===== config.mk =====
export PLATFORM = sky130hd
export DESIGN_NAME = code_serializer
export DESIGN_NICKNAME = d
export VERILOG_FILES = /design/src/rtl/code_serializer.sv
export SDC_FILE = /design/constraint.sdc
export NUM_CORES = 1
export LEC_CHECK = 0
export BUFFER_PORTS_ARGS = -buffer_cell sky130_fd_sc_hd__buf_2
export CAP_MARGIN = 20
export CORE_ASPECT_RATIO = 1.75
export CORE_MARGIN = 10
export CORE_UTILIZATION = 53
export CTS_BUF_LIST = sky130_fd_sc_hd__clkbuf_16
export DETAILED_ROUTE_END_ITERATION = 10
export PLACE_DENSITY_LB_ADDON = 0.2
export SYNTH_ARGS = -nofsm -noshare
export SYNTH_HDL_FRONTEND = slang
export SYNTH_SLANG_ARGS = --single-unit
export TNS_END_PERCENT = 100

===== constraint.sdc =====
create_clock -name clk -period 2.5 [get_ports clk]
set_input_delay 0 -clock clk [delete_from_list [all_inputs] [get_ports clk]]
set_output_delay 0 -clock clk [all_outputs]
set_load 0.005 [all_outputs]

===== src/rtl/code_serializer.sv =====
// code_serializer: buffers codewords in a small FIFO and sends each one as a
// framed serial packet (start, data LSB-first, optional parity, stop bits).
//
// Ports:
//   clk       in   clock, all state updates on the rising edge
//   rst       in   synchronous reset, active-high
//   in_valid  in   in_data holds a codeword
//   in_data   in   codeword [WIDTH-1:0]
//   in_ready  out  FIFO can accept a word (= !full, from registered count)
//   tx        out  serial line, idle high, registered
//   tx_busy   out  a frame is in progress
//   count     out  FIFO occupancy, 0..DEPTH
//
// Build option: define CODE_SERIALIZER_PARITY_EN to insert an even-parity
// bit between the data bits and the stop bit(s).
module code_serializer #(
    parameter int WIDTH     = 5,
    parameter int DEPTH     = 4,
    parameter int DIV       = 1,
    parameter int STOP_BITS = 1
) (
    input  logic                     clk,
    input  logic                     rst,
    input  logic                     in_valid,
    input  logic [WIDTH-1:0]         in_data,
    output logic                     in_ready,
    output logic                     tx,
    output logic                     tx_busy,
    output logic [$clog2(DEPTH):0]   count
);

    localparam int PW = $clog2(DEPTH);
    localparam int CW = PW + 1;
    localparam int DW = (DIV > 1) ? $clog2(DIV) : 1;
    localparam int BMAX = (WIDTH > STOP_BITS) ? WIDTH : STOP_BITS;
    localparam int BW = $clog2(BMAX + 1);

    typedef enum logic [2:0] {
        S_IDLE,
        S_START,
        S_DATA,
`ifdef CODE_SERIALIZER_PARITY_EN
        S_PAR,
`endif
        S_STOP
    } state_t;

    // FIFO storage and pointers
    logic [WIDTH-1:0] r_mem [DEPTH];
    logic [PW-1:0]    r_wr_ptr;
    logic [PW-1:0]    r_rd_ptr;
    logic [CW-1:0]    r_count;

    // transmitter state
    state_t           r_state;
    logic [DW-1:0]    r_div;
    logic [BW-1:0]    r_bit;
    logic [WIDTH-1:0] r_shift;
    logic             r_tx;
`ifdef CODE_SERIALIZER_PARITY_EN
    logic             r_par;
    logic             w_par_nxt;
`endif

    state_t           w_state_nxt;
    logic [DW-1:0]    w_div_nxt;
    logic [BW-1:0]    w_bit_nxt;
    logic [WIDTH-1:0] w_shift_nxt;
    logic             w_tx_nxt;
    logic             w_pop;
    logic             w_push;
    logic             w_nonempty;
    logic             w_bit_end;
    logic [WIDTH-1:0] w_head;

    // in_ready decodes only registered occupancy, so a pop in the same
    // cycle never opens the input combinationally.
    assign in_ready   = (r_count != CW'(DEPTH));
    assign w_push     = in_valid & in_ready;
    assign w_nonempty = (r_count != '0);
    assign w_head     = r_mem[r_rd_ptr];
    assign w_bit_end  = (r_div == DW'(DIV - 1));

    assign tx      = r_tx;
    assign tx_busy = (r_state != S_IDLE);
    assign count   = r_count;

    // data array carries no reset; only pointers/count define contents
    always_ff @(posedge clk) begin
        if (w_push) begin
            r_mem[r_wr_ptr] <= in_data;
        end
    end

    always_ff @(posedge clk) begin
        if (rst) begin
            r_wr_ptr <= '0;
            r_rd_ptr <= '0;
            r_count  <= '0;
        end else begin
            if (w_push) begin
                r_wr_ptr <= r_wr_ptr + 1'b1;
            end
            if (w_pop) begin
                r_rd_ptr <= r_rd_ptr + 1'b1;
            end
            unique case ({w_push, w_pop})
                2'b10:   r_count <= r_count + 1'b1;
                2'b01:   r_count <= r_count - 1'b1;
                default: r_count <= r_count;
            endcase
        end
    end

    always_ff @(posedge clk) begin
        if (rst) begin
            r_state <= S_IDLE;
            r_div   <= '0;
            r_bit   <= '0;
            r_shift <= '0;
            r_tx    <= 1'b1;
        end else begin
            r_state <= w_state_nxt;
            r_div   <= w_div_nxt;
            r_bit   <= w_bit_nxt;
            r_shift <= w_shift_nxt;
            r_tx    <= w_tx_nxt;
        end
    end

`ifdef CODE_SERIALIZER_PARITY_EN
    always_ff @(posedge clk) begin
        if (rst) begin
            r_par <= 1'b0;
        end else begin
            r_par <= w_par_nxt;
        end
    end
`endif

    always_comb begin
        w_state_nxt = r_state;
        w_div_nxt   = r_div;
        w_bit_nxt   = r_bit;
        w_shift_nxt = r_shift;
        w_tx_nxt    = r_tx;
        w_pop       = 1'b0;
`ifdef CODE_SERIALIZER_PARITY_EN
        w_par_nxt   = r_par;
`endif

        // divider runs in every frame state and restarts each bit period
        if (r_state != S_IDLE) begin
            w_div_nxt = w_bit_end ? '0 : r_div + 1'b1;
        end

        unique case (r_state)
            S_IDLE: begin
                w_div_nxt = '0;
                if (w_nonempty) begin
                    w_pop       = 1'b1;
                    w_shift_nxt = w_head;
                    w_state_nxt = S_START;
                    w_tx_nxt    = 1'b0;
`ifdef CODE_SERIALIZER_PARITY_EN
                    w_par_nxt   = ^w_head;
`endif
                end
            end
            S_START: begin
                if (w_bit_end) begin
                    w_state_nxt = S_DATA;
                    w_tx_nxt    = r_shift[0];
                    w_shift_nxt = r_shift >> 1;
                    w_bit_nxt   = '0;
                end
            end
            S_DATA: begin
                if (w_bit_end) begin
                    if (r_bit == BW'(WIDTH - 1)) begin
                        w_bit_nxt = '0;
`ifdef CODE_SERIALIZER_PARITY_EN
                        w_state_nxt = S_PAR;
                        w_tx_nxt    = r_par;
`else
                        w_state_nxt = S_STOP;
                        w_tx_nxt    = 1'b1;
`endif
                    end else begin
                        w_bit_nxt   = r_bit + 1'b1;
                        w_tx_nxt    = r_shift[0];
                        w_shift_nxt = r_shift >> 1;
                    end
                end
            end
`ifdef CODE_SERIALIZER_PARITY_EN
            S_PAR: begin
                if (w_bit_end) begin
                    w_state_nxt = S_STOP;
                    w_tx_nxt    = 1'b1;
                    w_bit_nxt   = '0;
                end
            end
`endif
            S_STOP: begin
                if (w_bit_end) begin
                    if (r_bit == BW'(STOP_BITS - 1)) begin
                        w_bit_nxt = '0;
                        // chain straight into the next frame when data waits
                        if (w_nonempty) begin
                            w_pop       = 1'b1;
                            w_shift_nxt = w_head;
                            w_state_nxt = S_START;
                            w_tx_nxt    = 1'b0;
`ifdef CODE_SERIALIZER_PARITY_EN
                            w_par_nxt   = ^w_head;
`endif
                        end else begin
                            w_state_nxt = S_IDLE;
                            w_tx_nxt    = 1'b1;
                        end
                    end else begin
                        w_bit_nxt = r_bit + 1'b1;
                    end
                end
            end
            default: begin
                w_state_nxt = S_IDLE;
                w_tx_nxt    = 1'b1;
                w_div_nxt   = '0;
                w_bit_nxt   = '0;
            end
        endcase
    end

endmodule


==> flow_metrics.tcl <==
set metrics [dict create \
    dp.cells 215 \
    clk_path_buf_depth 2 \
    rows 28 \
    clk_latency_ns 0.28 \
    slew_headroom_pct 64.5 \
    initial_core_util_pct 55.4 \
    cp.required_ns 2.71 \
    peakVddDrop_v 0.00114 \
    area_delta_synth_final_pct 16.9 \
    wl_per_cell_microns 16.6 \
    cp_max_fo 6 \
    tightestPinTransition_ns 0.530 \
    fin_crit_sh_pct 95.3 \
    cts_root_buf "clkbuf_16" \
    skew_ns 0.00492 \
    yosys.cell_types.count 42 \
    firstDrtPassIters 4 \
    dieHeight_microns 99.2 \
    track_usage_pct 12.8 \
    synth.area.top_cells "edfxtp_1, dfxtp_1, ha_1" \
    p_total_w 0.00270 \
    fp.coreArea_sq_mm 0.00343 \
    drv_cap 0 \
    vias 1246 \
    ioPinCount 14 \
    ys_seq_elements 40 \
    clock_sinks 40 \
    postSynthAreaPerCell_sq_um 12.0 \
    layout-drive-gt1-share_pct 24.6 \
    nNetsFinal 202 \
    tritoncts "built" \
    yosysTopAreaCell "edfxtp_1" \
    start_kind "flip-flop" \
    async_flop_share_pct 0 \
    synth_xor_area_share_pct 1.84 \
    synth-compound-area-share_pct 8.03 \
    layout.cells.non_filler 228 \
    synthMuxAreaShare_pct 10.9 \
    syn_nets 178 \
    antennaDiodeCount 0 \
    die_w_microns 65.3 \
    outcome "finished, final reports clean" \
    cts-htree-levels 2 \
    power.leakage_nw 0.861 \
    routabilityCongestion 0.788 \
    hold_violations 0 \
    drv_slew 0 \
    port_buffers 13 \
    hp-start "rst" \
    synth_top_family_by_area "simple AND/OR/NAND/NOR gates" \
    cts_buffers 5 \
    viasPerCell 5.46 \
    clk_pin_slew_ns 0.06 \
    yosys_warnings 0 \
    antenna_found_initial 0 \
    drt-total-wl_microns 3780 \
    antenna_left 0 \
    final_core_util_pct 64.8 \
    rsz0062_at_grt "no" \
    synth_simple_gate_area_share_pct 13.3 \
    tns_ns 0 \
    hp-class "input port to flip-flop" \
    synth_area_sq_mm 0.00190 \
    setup_viol 0 \
    drt_iter0_markers 83 \
    first_global_vias 1399 \
    netlist_instances 158 \
    worstSetupStartpoint "count[0]" \
    drc 0 \
    overflow 0 \
    setup.worst_path.class "flip-flop to flip-flop" \
    grt_pass1_wl_microns 6420 \
    crit-reg2reg-launch "count[0]" \
    synthAdderAreaFrac_pct 8.29 \
    min_period_ns 2.38 \
    fill_cells 278 \
    fmax_mhz 420 \
    synth-main-ff-cell "edfxtp_1" \
    synth_top_area_share_pct 31.6 \
    grt_max_degree 21 \
    yosys-top-cells-count "dfxtp_1, edfxtp_1, nor2_1" \
    die-area_sq_mm 0.00648 \
    cp.arrival_ns 2.59 \
    dp.final_hpwl_microns 2710 \
    yosysSeqAreaShare_pct 52.6 \
    p_per_area_mw_per_mm2 1210 \
    endpoint_kind "flip-flop" \
    synth_edf_count 20 \
]
## power breakdown
part | switching, W | internal (W) | total, W
logic | 0.000582 | 0.000565 | 0.00115
registers | 0.000122 | 0.000845 | 0.000967
clock network | 0.000228 | 0.000358 | 0.000586
## cell families (layout without fill, tap and decap cells)
family                     Yosys count  in the layout
DFF                                 40             40
buffers and inverters               20             45
xor gates and xnor gates             4              4
adders and majority gates           12             12
and+or+nand+nor                     45             45
muxes                               14             14
AOI/OAI and AO/OA                   23             23
## layout make-up
class                           count  area, sq um  area share [%]
Clock buffer                        5          125            5.63
Clock inverter                      3         11.3           0.506
Multi-Input combinational cell     98          813            36.6
Inverter                           13         48.8            2.19
Sequential cell                    40         1010            45.4
Timing Repair Buffer               24          160            7.20
Tap cell                           45         56.3            2.53
## state kept, by name (all words and copies together), names as in the netlist, named ones only
signal	count
tx	1
r_wr_ptr	2
r_state	2
r_shift	5
count	3
r_bit	3
r_mem	20
r_rd_ptr	2
## final timing paths
kind,cells past startpoint,to,slack (ns)
min,2,r_shift[0],0.11
min reg2reg,2,r_bit[1],0.49
max reg2reg,9,count[2],0.12
max,9,count[2],0.12
## cells in the final DEF (no fill, tap or decap), types with 3 or more instances in the layout
cell,n
nor3_1,3
buf_2,13
mux4_2,5
nor2_1,15
edfxtp_1,20
or4b_1,3
mux2i_1,5
dfxtp_2,3
buf_4,6
ha_1,10
dlygate4sd3_1,5
inv_1,14
nand3b_1,3
dfxtp_1,16
nand2_1,6
clkbuf_16,5
mux2_2,4
and3_1,4
a21oi_1,11
## metrics by stage
step                hold slack (ns)  setup WS [ns]  area (sq um)
floorplan                    0.0989          0.119          1900
global placement              0.208          0.264          2020
detailed placement            0.215          0.160          2020
CTS                           0.102          0.109          2210
global route                  0.155        0.00298          2220
finish                        0.109          0.117          2220
## worst max-delay path, cell delays in order (launching register included)
cell     delay [ns]
dfxtp_2        0.35
or3b_1         0.41
and2_2         0.24
inv_2          0.06
ha_2           0.18
inv_1          0.06
fa_1           0.37
xor2_1         0.17
or3_1          0.34
a21oi_2        0.14
## per-layer routing
metal  up-vias  GRT usage [%]  wire (microns)
li1        613              -               -
met1       605           10.6            1370
met2        21           25.2            2220
met3         7           4.04             110
met4         0           6.62              74
met5         -              0               0
## repair_timing
| item | 4_1_cts | 5_1_grt |
|---|---|---|
| hold buffers | 5 | 0 |
| gates resized for setup | 0 | 8 |
| buffers inserted | 0 | 0 |
| setup endpoints to repair | 0 | 1 |
| hold endpoints to repair | 20 | 0 |
No activity file was read; power rests on OpenSTA's default activity.
